==> config.mk <==
export PLATFORM = sky130hd
export DESIGN_NAME = uart_rx_fifo
export DESIGN_NICKNAME = d
export VERILOG_FILES = /design/src/rtl/uart_rx_fifo.sv
export SDC_FILE = /design/constraint.sdc
export NUM_CORES = 1
export LEC_CHECK = 0
export CAP_MARGIN = 20
export CORE_ASPECT_RATIO = 0.75
export CORE_MARGIN = 8
export CORE_UTILIZATION = 50
export DETAILED_ROUTE_END_ITERATION = 16
export GPL_TIMING_DRIVEN = 0
export PLACE_DENSITY = 0.7
export SYNTH_ARGS = -nofsm -noshare
export SYNTH_HDL_FRONTEND = slang
export SYNTH_SLANG_ARGS = --single-unit
==> constraint.sdc <==
create_clock -name clock -period 4.28 [get_ports clock]
set_clock_uncertainty 0.15 [all_clocks]
set_input_delay 0.642 -clock clock [delete_from_list [all_inputs] [get_ports clock]]
set_output_delay 0.642 -clock clock [all_outputs]
set_load 0.05 [all_outputs]
==> src/rtl/uart_rx_fifo.sv <==
// Receive byte FIFO between the UART receiver and the CPU read mux, with level/status and a threshold interrupt.
// Optional idle-timeout interrupt is compiled in with `define UART_RX_FIFO_TIMEOUT_EN.
module uart_rx_fifo #(
    parameter int DEPTH          = 16,
    parameter int TIMEOUT_CYCLES = 1000
) (
    input  logic       clock,
    input  logic       reset,
    input  logic       push,
    input  logic [7:0] push_data,
    input  logic       pop,
    input  logic       thresh_we,
    input  logic [7:0] thresh_wdata,
    input  logic       clr_ovf,
    output logic [7:0] head_data,
    output logic [7:0] level,
    output logic [7:0] status,
    output logic       int_req
);

    localparam int                PTR_W      = $clog2(DEPTH);
    localparam logic [PTR_W:0]    FULL_COUNT = (PTR_W + 1)'(DEPTH);
    localparam logic [7:0]        DEPTH_BYTE = 8'(DEPTH);

    if ((DEPTH < 2) || (DEPTH > 128) || ((DEPTH & (DEPTH - 1)) != 0)) begin : g_bad_depth
        $error("uart_rx_fifo: DEPTH must be a power of two in 2..128");
    end
    if ((TIMEOUT_CYCLES < 1) || (TIMEOUT_CYCLES > 65535)) begin : g_bad_timeout
        $error("uart_rx_fifo: TIMEOUT_CYCLES must be in 1..65535");
    end

    logic [7:0]       mem [DEPTH];
    logic [PTR_W-1:0] wptr_reg, rptr_reg;
    logic [PTR_W:0]   count_reg, count_next;
    logic [7:0]       thresh_reg, thresh_next;
    logic             ovf_reg, ovf_next;
    logic             timeout_flag_reg, timeout_flag_next;
    logic             int_req_reg;
    logic             full, nonempty, push_ok, pop_ok;

    assign full     = (count_reg == FULL_COUNT);
    assign nonempty = (count_reg != '0);
    // A pop on a full FIFO frees the slot the simultaneous push needs.
    assign pop_ok   = pop & nonempty;
    assign push_ok  = push & (~full | pop_ok);

    always_comb begin
        count_next = count_reg;
        if (push_ok && !pop_ok) begin
            count_next = count_reg + 1'b1;
        end else if (pop_ok && !push_ok) begin
            count_next = count_reg - 1'b1;
        end
    end

    // Overflow set beats a same-cycle clear.
    assign ovf_next = (push & ~push_ok) | (ovf_reg & ~clr_ovf);

    always_comb begin
        thresh_next = thresh_reg;
        if (thresh_we) begin
            if (thresh_wdata == 8'd0) begin
                thresh_next = 8'd1;
            end else if (thresh_wdata > DEPTH_BYTE) begin
                thresh_next = DEPTH_BYTE;
            end else begin
                thresh_next = thresh_wdata;
            end
        end
    end

`ifdef UART_RX_FIFO_TIMEOUT_EN
    localparam logic [15:0] TIMEOUT_LIMIT = 16'(TIMEOUT_CYCLES);

    logic [15:0] idle_cnt_reg, idle_cnt_next;

    always_comb begin
        idle_cnt_next = idle_cnt_reg;
        if (push || pop || (count_next == '0)) begin
            idle_cnt_next = 16'd0;
        end else if (idle_cnt_reg != TIMEOUT_LIMIT) begin
            idle_cnt_next = idle_cnt_reg + 16'd1;
        end
    end

    assign timeout_flag_next = (idle_cnt_next == TIMEOUT_LIMIT);

    always_ff @(posedge clock or posedge reset) begin
        if (reset) begin
            idle_cnt_reg <= 16'd0;
        end else begin
            idle_cnt_reg <= idle_cnt_next;
        end
    end
`else
    assign timeout_flag_next = 1'b0;
`endif

    always_ff @(posedge clock) begin
        if (push_ok) begin
            mem[wptr_reg] <= push_data;
        end
    end

    always_ff @(posedge clock or posedge reset) begin
        if (reset) begin
            wptr_reg         <= '0;
            rptr_reg         <= '0;
            count_reg        <= '0;
            thresh_reg       <= 8'd1;
            ovf_reg          <= 1'b0;
            timeout_flag_reg <= 1'b0;
            int_req_reg      <= 1'b0;
        end else begin
            if (push_ok) begin
                wptr_reg <= wptr_reg + 1'b1;
            end
            if (pop_ok) begin
                rptr_reg <= rptr_reg + 1'b1;
            end
            count_reg        <= count_next;
            thresh_reg       <= thresh_next;
            ovf_reg          <= ovf_next;
            timeout_flag_reg <= timeout_flag_next;
            int_req_reg      <= (8'(count_next) >= thresh_next) | timeout_flag_next;
        end
    end

    assign head_data = nonempty ? mem[rptr_reg] : 8'h00;
    assign level     = 8'(count_reg);
    assign status    = {4'b0000, timeout_flag_reg, ovf_reg, full, nonempty};
    assign int_req   = int_req_reg;

endmodule

Yosys cells after proc, flatten, opt, wreduce, memory -nomap -nowiden
Memories as Yosys holds them, arrays and structs flattened. Cells that the tools add are included.

Memories kept: 1. Bits in registers: 23. Word-level logic and storage cells: 37. Output and inout bits: 25. Memory bits (writable): 128.

$add $sub $neg: 4. Order comparisons: 2. Eq/ne operators: 1. Muxes and demuxes: 8. Reduce and logical (&&, ||, !) cells: 6. Bitwise gates (word level): 9.

Memory list: mem (depth 16, width 8, read ports 1, clocked after Yosys merged registers in 0, wr ports 1, RTL line 32) `logic [7:0] mem [DEPTH];`.

Operators with widths (number): 8-bit 2-to-1 mux (4); 5-bit 2-to-1 mux (2); 4-bit by 1-bit adder with 4-bit output, second input constant (2); 5-bit by 8-bit greater-or-equal comparator with 1-bit output (1); 8-bit by 5-bit greater-than comparator with 1-bit output, second input constant (1); 8-bit zero test (1); 5-bit by 1-bit adder with 5-bit output, second input constant (1); 5-bit == test, second input constant (1); 5-bit nonzero test (1); 5-bit by 1-bit subtractor with 5-bit output, second input constant (1); 1-bit AND (4); 1-bit inverter (3); 1-bit logical AND (2); 1-bit zero test (2); 1-bit 2-to-1 mux (2); 1-bit bitwise OR (2).

Longest topological paths before layout
Gate-level depths: netlist of the first run.

Depth in word-level cells: 9. Mapped depth: 12.

Worst setup path before layout of the first run
No wires, ideal clock.

Kind: reg2reg. Start: reg count_reg[0]. End: reg int_req_reg (netlist: int_req). Path slack: 1118 ps. Arrival: 2876 ps. Data required time: 3994 ps. Buffers on the path: 1. Library setup time: 136 ps. Stages on the path, launching flop included: 12. Clock period less this slack: 3162 ps. Path through: dfrtp_1 -> inv_1 -> ha_1 -> or3b_1 -> buf_2 -> nand2_1 -> maj3_1 -> a31o_2 -> ha_1 -> a21o_1 -> a2111oi_0 -> nor3_1.

Longest elaborated chain between the ends: 9. Elaborated cells between the ends (all ways): 15. Classes of those cells: add/sub (2); order compare (1); eq/ne (1); mux (2); bitwise (4); reduce/logical (5).

Ends and longest elaborated chain: start, declared (RTL line 34) `logic [PTR_W:0] count_reg, count_next;`; start signal, assigned (RTL line 121) `count_reg <= count_next;`; 5-bit nonzero test or 5-bit == test (tied branches) (RTL line 42, 41); 1-bit AND or 1-bit inverter (tied branches) (RTL line 44, 45); 1-bit bitwise OR (RTL line 45) `assign push_ok = push & (~full | pop_ok);`; 1-bit AND (RTL line 45); 1-bit zero test (RTL line 51) `end else if (pop_ok && !push_ok) begin`; 1-bit logical AND (RTL line 51); 5-bit 2-to-1 mux (RTL line 51); 5-bit 2-to-1 mux (*) (RTL line 49) `if (push_ok && !pop_ok) begin`; via count_next[1] (RTL line 34); 5-bit by 8-bit greater-or-equal comparator with 1-bit output (*) (RTL line 125) `int_req_reg <= (8'(count_next) >= thresh_next) | timeout_flag_next;`; end signal, assigned (RTL line 125); end, declared (RTL line 38) `logic int_req_reg;`.

The timed path passes the listed nets; every way through them passes the cells marked *. A chain may end at the register's enable or synchronous reset.

Worst setup path after layout of the first run
Start: reg rptr_reg[1]. End: out head_data[7].

Longest elaborated chain between the ends: 2.

Ends and longest elaborated chain: start, declared (RTL line 33) `logic [PTR_W-1:0] wptr_reg, rptr_reg;`; start signal, assigned (RTL line 119) `rptr_reg <= rptr_reg + 1'b1;`; memory 16 x 8 bit; 8-bit 2-to-1 mux (RTL line 129) `assign head_data = nonempty ? mem[rptr_reg] : 8'h00;`; end, declared (RTL line 15) `output logic [7:0] head_data,`.

No other way between the ends.

==> flow_summary.json, run 1 <==
{
  "cts_tree": "built",
  "grt_pass1_vias": 3583,
  "pwr-share-comb": 0.383,
  "timing.final.crit_share": 0.8827,
  "max_slew.worst_pin.slew_ns": 0.9562,
  "routed_wl_um": 13110,
  "ys_seq_elements": 151,
  "post_cts_buffers": 0,
  "p_sw_frac": 0.3458,
  "relSlewSlack": 0.3618,
  "synth_enable_flop_cells": 128,
  "cts.path.max_buffers": 2,
  "path_cells": "buf_6, buf_12, mux4_2, mux2_2, o21ai_0, a21oi_1, clkdlybuf4s50_1",
  "crit_path_end_kind": "primary output",
  "ys_dominant_reg_cell": "edfxtp_1",
  "drive_above_1_share": 0.2137,
  "max_clock_freq_mhz": 264.7,
  "post_cts_resize_count": 0,
  "io_pins": 47,
  "wire_per_inst_um": 20.98,
  "drt_iter0_markers": 272,
  "ys_seq_area_frac": 0.6847,
  "rsz0062_at_grt": "false",
  "tns_ns": 0,
  "port_buffers": 38,
  "yosysWarnings": 0,
  "p_clk_frac": 0.269,
  "hpwl_um": 8845,
  "rows": 36,
  "setup_ws_ns": 0.5023,
  "slowest_stage": "clkdlybuf4s50_1",
  "drc": 0,
  "synthDistinctLibCells": 50,
  "grt_pass1_wl_um": 20560,
  "power_mw": 5.377,
  "p_int_mw": 3.518,
  "grt_max_degree": 24,
  "power_leakage_nw": 2.721,
  "core_sq_um": 12790,
  "slew_viol_final": 0,
  "powerDensity_nw_per_um2": 699.1,
  "fin_cells": 625,
  "power_frac_seq": 0.348,
  "slowest_delay_ns": 0.72,
  "ir_drop_v": 0.0005428,
  "cp_max_fo": 10,
  "required_ns": 3.49,
  "antenna_cells": 0,
  "start_util": 0.5047,
  "place_ws_ns": 0.6796,
  "die_h_um": 114.4,
  "dp.cells": 593,
  "grt_overflow": 0,
  "p_sw_mw": 1.859,
  "synthArstFlopShare": 0.1523,
  "globalplace.congestion": 0.7729,
  "die_w_um": 147.2,
  "antenna_found_initial": 0,
  "avgSynthCellArea_sq_um": 17.31,
  "dieArea_sq_um": 16840,
  "crit_type": "flip-flop to primary output",
  "dr_total_vias": 3434,
  "min_period_ns": 3.778,
  "hp-class": "flip-flop to flip-flop",
  "critPathArrivalTime_ns": 2.99,
  "syn_area_sq_um": 6456,
  "hold_buffers": 0,
  "cts_buffers": 17,
  "synthCells": 373,
  "start_kind": "flip-flop",
  "drtAntennaViolNets": 0,
  "area_growth_pct": 19.13,
  "drt_pass1_iterations": 4,
  "numClockSinks": 151,
  "hold_viol_final": 0,
  "n_fill_cell": 954,
  "cts-root-buf": "clkbuf_16",
  "grt.total_usage": 0.1661,
  "clk-insertion-delay-late_ns": 0.41,
  "clkTransAtPathRegs_ns": 0.06,
  "drv_cap": 0,
  "h-tree-depth": 4,
  "status": "finished, final reports clean",
  "largest_reg_flops": 128,
  "setup_viol": 0,
  "fin_nets": 475,
  "viasPerCell": 5.494
}
[critical path, delay by kind of cell (launching register included)]
| family | cells | cell delay [ns] |
|---|---|---|
| compound gates | 2 | 0.37 |
| buf+inv | 3 | 1.05 |
| flops | 1 | 0.36 |
| mux | 2 | 0.79 |
[kinds of logic (layout without fill, tap and decap cells)]
| logic type | count (synthesis) | count (layout) | share of synthesized area |
|---|---|---|---|
| compound gates | 40 | 40 | 0.03702 |
| xor+xnor | 11 | 11 | 0.01492 |
| fa+ha+maj | 13 | 13 | 0.02481 |
| buf+inv | 45 | 119 | 0.04496 |
| flops | 151 | 151 | 0.6847 |
| mux | 48 | 48 | 0.1426 |
| other cells | 1 | 8 | 0.0005808 |
| simple gates | 64 | 64 | 0.05039 |
[final cells by class]
cell class	instances	area [sq um]	area share
clock buffers	24	535.5	0.06963
flip-flops and latches	151	4420	0.5748
repair buffers	42	405.4	0.05271
plain buffers	31	237.7	0.03091
well taps	171	214.0	0.02782
inverters	14	52.55	0.006833
multi-input cells	184	1772	0.2304
clock inverters	8	53.80	0.006995
[synthesized netlist by cell type (9+ instances only)]
cell type | count | area [sq um]
buf_4 | 14 | 105.1
edfxtp_1 | 128 | 3844
nor2_1 | 17 | 63.81
nor3_1 | 9 | 45.04
nand2_1 | 16 | 60.06
inv_1 | 14 | 52.55
ha_1 | 12 | 150.1
o21ai_0 | 13 | 65.06
xnor2_1 | 9 | 78.83
dfrtp_1 | 22 | 550.5
mux4_2 | 24 | 540.5
a21oi_1 | 10 | 50.05
[layout by cell type, fill, tap and decap left out, types with 2 or more instances in the layout]
cell / instances
a21oi_1: 10
and2_1: 2
buf_12: 2
buf_2: 7
buf_4: 16
buf_6: 3
clkbuf_1: 6
clkbuf_16: 20
clkbuf_4: 2
clkbuf_8: 2
clkdlybuf4s50_1: 38
clkinv_2: 2
conb_1: 8
dfrtp_1: 22
edfxtp_1: 128
ha_1: 12
inv_1: 14
inv_4: 3
mux2_2: 8
mux2i_1: 8
mux4_1: 8
mux4_2: 24
nand2_1: 16
nand2b_1: 4
nand4_1: 2
nor2_1: 17
nor2b_1: 5
nor3_1: 9
o21a_1: 3
o21ai_0: 13
o21ai_1: 3
o22ai_1: 2
xnor2_1: 9
xor2_1: 2
[power by group through the flow]
| stage | Sequential (mW) | Combinational (mW) | Clock (mW) |
|---|---|---|---|
| finish | 1.87 | 2.06 | 1.45 |
| global route | 1.89 | 2.21 | 1.53 |
| CTS | 1.87 | 2.08 | 1.46 |
| detailed placement | 1.90 | 2.07 | 0 |
| global placement | 1.89 | 2.02 | 0 |
| floorplan | 1.95 | 1.40 | 0 |
[layer usage]
layer,vias to the layer above,share of wire,global-route usage
met5,-,0,0
met4,0,0.0079,0.05081
met3,8,0.074,0.04739
met2,117,0.48,0.2564
met1,1739,0.44,0.2251
li1,1570,-,-
[final timing paths]
| path | start | endpoint | slack (ns) | cells past startpoint |
|---|---|---|---|---|
| worst max-delay path | rptr_reg[1]$_DFFE_PP0N_ | head_data[7] | 0.50 | 7 |
| worst min-delay path | thresh_reg[0]$_DFF_PP1_ | thresh_reg[0]$_DFF_PP1_ | 0.37 | 2 |
| worst max register to register | count_reg[0]$_DFF_PP0_ | int_req$_DFF_PP0_ | 1.12 | 11 |
| worst min register to register | thresh_reg[0]$_DFF_PP1_ | thresh_reg[0]$_DFF_PP1_ | 0.37 | 2 |
| max in group asynchronous | reset | rptr_reg[2]$_DFFE_PP0N_ | 2.79 | 2 |
| min in group asynchronous | reset | thresh_reg[6]$_DFF_PP0_ | 0.60 | 2 |
[per-stage QoR]
stage               cell area (sq um)  utilization  hold slack (ns)
CTS                              7691       0.6012           0.3668
detailed placement               7102       0.5552           0.3571
global placement                 7077       0.5532           0.3480
floorplan                        6482            -           0.3147
global route                     7691       0.6012           0.3974
finish                           7691       0.6012           0.3667
No activity file was read; power rests on OpenSTA's default activity.
==> run 2, diff against run 1 <==
--- a/config.mk
+++ b/config.mk
@@ -5,7 +5,7 @@
 export SDC_FILE = /design/constraint.sdc
 export NUM_CORES = 1
 export LEC_CHECK = 0
-export CAP_MARGIN = 20
+export CAP_MARGIN = 10
 export CORE_ASPECT_RATIO = 0.75
 export CORE_MARGIN = 8
 export CORE_UTILIZATION = 50
==> constraint.sdc (replaced) <==
create_clock -name clock -period 4.5 [get_ports clock]
set_clock_uncertainty 0.15 [all_clocks]
set_input_delay 0.675 -clock clock [delete_from_list [all_inputs] [get_ports clock]]
set_output_delay 0.675 -clock clock [all_outputs]
set_load 0.05 [all_outputs]
==> flow_summary.json, run 2 (synthesis gave the netlist of run 1 again) <==
{
  "dieArea_sq_um": 16840,
  "hold_buffers": 0,
  "wire_per_inst_um": 21.20,
  "start_util": 0.5047,
  "max_slew.worst_pin.slew_ns": 0.9656,
  "min_period_ns": 3.847,
  "grt_pass1_vias": 3509,
  "setup_ws_ns": 0.6530,
  "powerDensity_nw_per_um2": 671.2,
  "status": "finished, final reports clean",
  "drt_iter0_markers": 194,
  "cts-root-buf": "clkbuf_16",
  "place_ws_ns": 0.7863,
  "post_cts_resize_count": 0,
  "h-tree-depth": 4,
  "hpwl_um": 8716,
  "slowest_stage": "clkdlybuf4s50_1",
  "layout.cells.most_common_list": "128 x edfxtp_1, 38 x clkdlybuf4s50_1, 24 x mux4_2",
  "highest_layer": "met4",
  "core_sq_um": 12790,
  "crit_type": "flip-flop to primary output",
  "hold_viol_final": 0,
  "relSlewSlack": 0.3555,
  "cp_max_fo": 10,
  "dr_wl_met3_um": 876,
  "hp-class": "flip-flop to flip-flop",
  "crit_path_end_kind": "primary output",
  "rsz0062_at_grt": "false",
  "die_h_um": 114.4,
  "timing.final.crit_share": 0.8549,
  "antenna_cells": 0,
  "area_growth_pct": 19.57,
  "multi_input_area_sq_um": 1772,
  "numClockSinks": 151,
  "routed_wl_um": 13250,
  "place_area_sq_um": 7092,
  "clk-insertion-delay-late_ns": 0.41,
  "n_fill_cell": 950,
  "fin_nets": 475,
  "r2r_slack_ns": 1.37,
  "dr_total_vias": 3390,
  "required_ns": 3.67,
  "largest_reg_flops": 128,
  "antenna_found_initial": 0,
  "max_clock_freq_mhz": 259.9,
  "ir_drop_v": 0.0004722,
  "globalplace.congestion": 0.7729,
  "rows": 36,
  "port_buffers": 38,
  "slew_viol_final": 0,
  "final_common_cell": "edfxtp_1",
  "slowest_delay_ns": 0.73,
  "wl_met1_um": 5970,
  "power_leakage_nw": 2.739,
  "die_w_um": 147.2,
  "drc": 0,
  "grt_overflow": 0,
  "wl_met2_um": 6237,
  "setup_viol": 0,
  "fin_hold_ws_ns": 0.3701,
  "viasPerCell": 5.424,
  "cts.path.max_buffers": 2,
  "grt_pass1_wl_um": 20730,
  "grt.total_usage": 0.1672,
  "layout.cell_area.non_filler_sq_um": 7720,
  "post_cts_buffers": 0,
  "drive_above_1_share": 0.2137,
  "cts_tree": "built",
  "critPathArrivalTime_ns": 3.02,
  "seqCellArea_sq_um": 4420,
  "io_pins": 47,
  "path_cells": "buf_6, buf_12, mux4_2, mux2_2, o21ai_0, a21oi_1, clkdlybuf4s50_1",
  "power_mw": 5.182,
  "tns_ns": 0,
  "drtAntennaViolNets": 0,
  "drv_cap": 0,
  "cts_buffers": 17,
  "start_kind": "flip-flop",
  "clkTransAtPathRegs_ns": 0.06,
  "drt_pass1_iterations": 5,
  "grt_max_degree": 24
}
-- run 2: worst paths after layout --
path	startpoint	cells past startpoint	to
max	rptr_reg[1]$_DFFE_PP0N_	7	head_data[7]
min	thresh_reg[0]$_DFF_PP1_	2	thresh_reg[0]$_DFF_PP1_
max reg2reg	count_reg[0]$_DFF_PP0_	11	int_req$_DFF_PP0_
min reg2reg	thresh_reg[0]$_DFF_PP1_	2	thresh_reg[0]$_DFF_PP1_
max in group asynchronous	reset	2	rptr_reg[3]$_DFFE_PP0N_
min in group asynchronous	reset	2	thresh_reg[6]$_DFF_PP0_
-- run 2: report_power, final --
group | internal, mW | switching, mW
Clock | 0.888 | 0.545
Sequential | 1.70 | 0.0797
Combinational | 0.811 | 1.16
-- run 2: through the flow --
stage	utilization	std cells
finish	0.6035	625
global route	0.6035	625
CTS	0.6027	623
detailed placement	0.5544	591
global placement	0.5532	589
floorplan	-	380
-- run 2: cell type report --
class,instances,share of cell area
inverter,14,0.006807
tap,171,0.02771
sequential,151,0.5726
clock inverter,7,0.005997
multi-input combinational,184,0.2295
buffer,31,0.03079
clock buffer,25,0.07407
timing repair buffer,42,0.05251
-- run 2: worst max-delay path: cells and delay by family, from the launching register on --
family	cells	cell delay (ns)
DFF	1	0.36
AOI/OAI and AO/OA	2	0.39
muxes	2	0.79
buffers and inverters	3	1.06
-- run 2: routing by layer --
metal	global-route usage	up-vias
met5	0	-
li1	-	1560
met1	0.2305	1736
met3	0.04107	10
met2	0.2564	84
met4	0.05556	0
==> patch 1, RTL diff (flow settings as in run 2) <==
The option `UART_RX_FIFO_TIMEOUT_EN` is turned on by a define.
--- a/src/rtl/uart_rx_fifo.sv
+++ b/src/rtl/uart_rx_fifo.sv
@@ -1,5 +1,7 @@
 // Receive byte FIFO between the UART receiver and the CPU read mux, with level/status and a threshold interrupt.
 // Optional idle-timeout interrupt is compiled in with `define UART_RX_FIFO_TIMEOUT_EN.
+`define UART_RX_FIFO_TIMEOUT_EN
+
 module uart_rx_fifo #(
     parameter int DEPTH          = 16,
     parameter int TIMEOUT_CYCLES = 1000
Check against the original RTL: no difference found for any inputs over 4 cycles, from zero or initial values and one cycle with reset high; that may be too few to reach the edited logic, so the function may still have changed.
==> patch 1 against run 2 <==
Power up 4.3%; wire length up 11%; area after synthesis is 14% higher; core utilization down 0.60 points; worst setup slack worse by 550 ps; worst hold slack lost 21 ps; sequential cell count grew 17; design area grew 11%; critical path depth is 1 lower; critical path type unchanged.
==> patch 1: results (changes against run 2) <==
| Metric | Value |
|---|---|
| Status | finished clean |
| Syn. warnings | 0 (unchanged) |
| Global router's overall resource usage | 16.36% (-0.36 points) |
| Worst path slowest cell | clkdlybuf4s50_1 |
| Unique masters post-synth | 59 (+18%) |
| Initial antenna violation count | 0 (unchanged) |
| DR pass1 iterations | 5 (unchanged) |
| H-tree depth | 4 (unchanged) |
| CP Max Fanout | 10 (unchanged) |
| Met2 usage | 24.16% (-1.5 points) |
| CTS buffer count | 17 (unchanged) |
| Synth async-reset ratio | 23.81% (+8.6 points) |
| Post-synth EDFFs | 128 (unchanged) |
| First-pass GRT wire length | 23260 um (+12%) |
| Final wirelength | 14730 um (+11%) |
| # nets final | 568 (+20%) |
| Post-CTS setup repair buffer count | 0 (unchanged) |
| Post-synth top cells | edfxtp_1, mux4_2, dfrtp_1 |
| Ant. Diodes | 0 (unchanged) |
| Pre-CTS WS | 564.5 ps (-221.8 ps) |
| M3 GR Usage | 3.594% (-0.51 points) |
| CP delay by family, top | buffers and inverters |
| Worst Max-Slew Pin Slew | 993.5 ps (+27.85 ps) |
| WL per Instance | 19.77 um (-6.8%) |
| Worst-Skew Late Latency | 410 ps (about the same) |
| Worst r2r path cells | 14 (+3) |
| Number of DRC markers in iteration 0 | 364 (+88%) |
| Grt met1 use | 23.80% (+0.75 points) |
| Root Driver | clkbuf_16 |
| Data arrival time of the worst path | 3570 ps (+550 ps) |
| Inst Count DP | 714 (+21%) |
| Syn Area/Cell | 15.82 um2 (-8.6%) |
| Max reg flops | 128 (unchanged) |
| Vias in the first global route | 4170 (+19%) |
| Hold Crit Depth | 1 (-1) |
| Hpwl dp | 10130 um (+16%) |
| Critical Path Max Stage Delay | 700 ps (-30 ps) |
| Ratio of cells with drive above 1 in the final layout | 19.45% (-1.9 points) |
| Top cells by area, synth | edfxtp_1, dfrtp_1, mux4_2 |
| Largest net degree at the start of global routing | 41 (+71%) |
| Worst Hold Class | reg -> reg |
| Clock-pin slew on the worst setup and hold paths | 60 ps (about the same) |
| Leakage power | 3.048 nW (+11%) |
| Seq/Total Area, Yosys | 65.86% (-2.6 points) |
| Cts repair resizes | 0 (unchanged) |
| Worst IR Drop VDD | 0.4247 mV (-10%) |
| Routed vias/inst | 5.623 (+3.7%) |
| Port Buffers | 39 (+2.6%) |
| Gp weighted congestion | 0.8169 (+5.7%) |
| Area after DPL | 8041 um2 (+13%) |
| Longest Clk Path Bufs | 2 (unchanged) |
## patch 1: changes by cell type in the layout (fill, tap and decap cells not counted), moves of 9 or more
cell / before / now
nand2_1: 16 / 25
dfrtp_1: 22 / 39
nor2_1: 17 / 35
xor2_1: 2 / 13
mux4_2: 24 / 40
and2_1: 2 / 11
## patch 1: area by class of cell
type	count	area [um2]
well taps	200	250.2
multi-input cells	253	2280
plain buffers	33	191.4
inverters	17	63.81
fillers	1065	5799
repair buffers	43	410.4
clock buffers	18	429.2
flip-flops and latches	168	4846
clock inverters	13	136.4
## patch 1: per-layer routing
metal | routed length (um) | share of wire [%]
met5 | 0 | 0
met2 | 6659 | 45
met3 | 790 | 5.4
met4 | 165 | 1.1
met1 | 7111 | 48
## patch 1: path summary, 6_finish.rpt
path                          startpoint                to  slack [ps]
min                        thresh_reg[6]     thresh_reg[6]         350
min in group asynchronous          reset   idle_cnt_reg[1]         610
max                          rptr_reg[1]      head_data[4]         100
min reg2reg                thresh_reg[6]     thresh_reg[6]         350
max reg2reg                 count_reg[1]           int_req         860
max in group asynchronous          reset  idle_cnt_reg[12]        3050
## patch 1: power breakdown
group | switching [mW] | total, mW | internal [mW] | leakage, nW
clock | 0.621 | 1.40 | 0.776 | 0.268
combinational | 1.22 | 2.08 | 0.856 | 1.10
sequential | 0.0752 | 1.93 | 1.86 | 1.68
## patch 1: cells by family (layout without fill, tap and decap cells)
kind of cell               count (synthesis)  in the layout  share of synthesized area [%]
other                                      1              7                        0.05096
AOI/OAI and AO/OA                         41             41                          4.115
muxes                                     40             40                          12.24
and+or+nand+nor                          130            130                          9.437
adders and majority gates                 13             13                          2.211
buffers and inverters                     50            124                          3.469
xor gates and xnor gates                  22             22                          2.619
DFF                                      168            168                          65.86
==> patch 2, RTL diff (settings of run 2) <==
Made on the original files. Remove the register `int_req_reg`: a continuous assignment takes its place, so the output `int_req` follows one clock earlier.
--- a/src/rtl/uart_rx_fifo.sv
+++ b/src/rtl/uart_rx_fifo.sv
@@ -110,7 +110,6 @@
             thresh_reg       <= 8'd1;
             ovf_reg          <= 1'b0;
             timeout_flag_reg <= 1'b0;
-            int_req_reg      <= 1'b0;
         end else begin
             if (push_ok) begin
                 wptr_reg <= wptr_reg + 1'b1;
@@ -122,9 +121,10 @@
             thresh_reg       <= thresh_next;
             ovf_reg          <= ovf_next;
             timeout_flag_reg <= timeout_flag_next;
-            int_req_reg      <= (8'(count_next) >= thresh_next) | timeout_flag_next;
         end
     end
+
+    assign int_req_reg = (8'(count_next) >= thresh_next) | timeout_flag_next;
 
     assign head_data = nonempty ? mem[rptr_reg] : 8'h00;
     assign level     = 8'(count_reg);
Check against the original RTL: not equivalent (Yosys sat finds a counterexample within 4 cycles, from zero or initial values and one cycle with reset high).
==> patch 2 against run 2 <==
Worst setup slack lost 410 ps; area after synthesis down 0.39%; global-route usage decreased by 0.45 points; design area decreased by 1.1%; clock power shrank 8%; power is 2.8% lower; wire length fell by 2.5%; sequential share of layout area is 0.30 points higher; die area down 0.34%; non-clock buffer count stayed put; sequential cell count decreased by 1; critical path type unchanged; largest cell class unchanged.
==> patch 2: results (changes against run 2) <==
| Metric | Value |
|---|---|
| Worst Max-Slew Pin Slew | 1009 ps (+43.81 ps) |
| Inst Count DP | 592 (+0.17%) |
| Via count | 3419 (+0.86%) |
| Area after DPL | 7082 um2 (-0.14%) |
| Global router's overall resource usage | 16.26% (-0.45 points) |
| Root Driver | clkbuf_16 |
| Ant. Diodes | 0 (unchanged) |
| Vias in the first global route | 3552 (+1.2%) |
| Number of DRC markers in iteration 0 | 291 (+50%) |
| Leakage power | 2.681 nW (-2.1%) |
| Max Freq | 234.9 MHz (-9.7%) |
| Top cells by area, synth | edfxtp_1, mux4_2, dfrtp_1 |
| Critical Path End | int_req |
| Ratio of cells with drive above 1 in the final layout | 21.46% (+0.095 points) |
| Gate count of the mapped netlist | 372 (-0.27%) |
| Hpwl dp | 8608 um (-1.2%) |
| R2r setup slk | 1450 ps (+80 ps) |
| R2r endpoint | mem[2][4] |
| Hold-fix buffers at CTS | 0 (unchanged) |
| Post-synth EDFFs | 128 (unchanged) |
| Worst-Skew Late Latency | 410 ps (about the same) |
| # nets final | 474 (-0.21%) |
| Synth async-reset ratio | 14.67% (-0.57 points) |
| Port Buffers | 38 (unchanged) |
| Post-synth top cells | edfxtp_1, mux4_2, dfrtp_1 |
| Data arrival time of the worst path | 3430 ps (+410 ps) |
| Largest net degree at the start of global routing | 23 (-4.2%) |
| Routed vias/inst | 5.488 (+1.2%) |
| Fillers | 977 (+2.8%) |
| CP Max Fanout | 7 (-3) |
| Worst IR Drop VDD | 0.3179 mV (-33%) |
| R2R Path Start | count_reg[1] |
| Worst r2r path cells | 9 (-2) |
| DR pass1 iterations | 5 (unchanged) |
| Seq/Total Area, Yosys | 68.35% (-0.12 points) |
| Synth Flop Type | edfxtp_1 |
| First-pass GRT wire length | 20140 um (-2.8%) |
| Gp weighted congestion | 0.8173 (+5.7%) |
| WL per Instance | 20.74 um (-2.2%) |
| Hold Crit Depth | 1 (-1) |
| H-tree depth | 4 (unchanged) |
| Internal power | 3.303 mW (-2.8%) |
| CP startpoint | count_reg[0] |
| CTS buffer count | 17 (unchanged) |
| Cts repair resizes | 4 (+4) |
| Pre-CTS WS | -418.5 ps (-1205 ps) |
| Status | finished clean |
| Worst Hold Class | reg -> reg |
[patch 2: cell types whose count changed after synthesis]
cell / change
dfrtp_1: -1
[patch 2: logic make-up (layout without fill, tap and decap cells)]
family                   count (synthesis)  count (layout)  synth area share (%)
AO/OA/AOI/OAI                           40              40                 3.716
XOR/XNOR                                11              11                 1.498
adder cells (fa/ha/maj)                 13              13                 2.490
buffers and inverters                   45             118                 4.513
flip-flops                             150             150                 68.35
multiplexers                            48              48                 14.32
other                                    1               8               0.05831
AND/OR/NAND/NOR                         64              64                 5.058
[patch 2: worst min-delay path by stage]
| stage | startpoint | end | slack [ps] |
|---|---|---|---|
| floorplan | thresh_reg[6] | thresh_reg[6] | 310 |
| global placement | thresh_reg[0] | thresh_reg[0] | 340 |
| detailed placement | thresh_reg[7] | thresh_reg[7] | 350 |
| CTS | thresh_reg[7] | thresh_reg[7] | 370 |
| global route | thresh_reg[7] | thresh_reg[7] | 380 |
| finish | thresh_reg[5] | thresh_reg[5] | 360 |
[patch 2: worst max-delay path, stage by stage (launching register included)]
cell       delay, ps
dfrtp_1          430
inv_1            140
ha_1             210
or3b_1           340
buf_2            170
o22ai_1          160
a31oi_2           90
xnor2_1          170
ha_1             290
nand2b_1         140
a21o_1           170
a2111oi_0        390
nor3_1            90
buf_2            220
[patch 2: through the flow]
| stage | power (mW) | hold WS (ps) | TNS [ps] | utilization (%) |
|---|---|---|---|---|
| CTS | 5.069 | 365.9 | 0 | 59.72 |
| global placement | 3.720 | 343.3 | -390.0 | 55.13 |
| finish | 5.037 | 358.0 | 0 | 59.69 |
| detailed placement | 3.751 | 352.5 | -418.5 | 55.36 |
| global route | 5.263 | 380.6 | 0 | 59.69 |
| floorplan | 3.178 | 314.7 | 0 | - |
[patch 2: power groups by stage]
stage                     combinational [mW]  clock, mW  sequential (mW)
final                                   1.95       1.31             1.77
after global routing                    2.09       1.39             1.79
after CTS                               1.97       1.33             1.77
after detailed placement                1.95          0             1.80
after global placement                  1.93          0             1.79
after floorplan                         1.34          0             1.84
[patch 2: per-layer routing]
metal | part of all wire (%) | GRT usage, %
met3 | 6.6 | 4.858
met5 | 0 | 0
met4 | 1.2 | 5.081
met1 | 45 | 21.71
met2 | 47 | 25.30
[patch 2: area by class of cell]
| class | count | area (um2) | share of cell area (%) |
|---|---|---|---|
| clock buffers | 20 | 436.7 | 5.719 |
| inverters | 14 | 52.55 | 0.6882 |
| well taps | 171 | 214.0 | 2.802 |
| plain buffers | 31 | 239.0 | 3.130 |
| multi-input cells | 184 | 1783 | 23.35 |
| repair buffers | 42 | 405.4 | 5.309 |
| clock inverters | 11 | 110.1 | 1.442 |
| flip-flops and latches | 150 | 4395 | 57.56 |
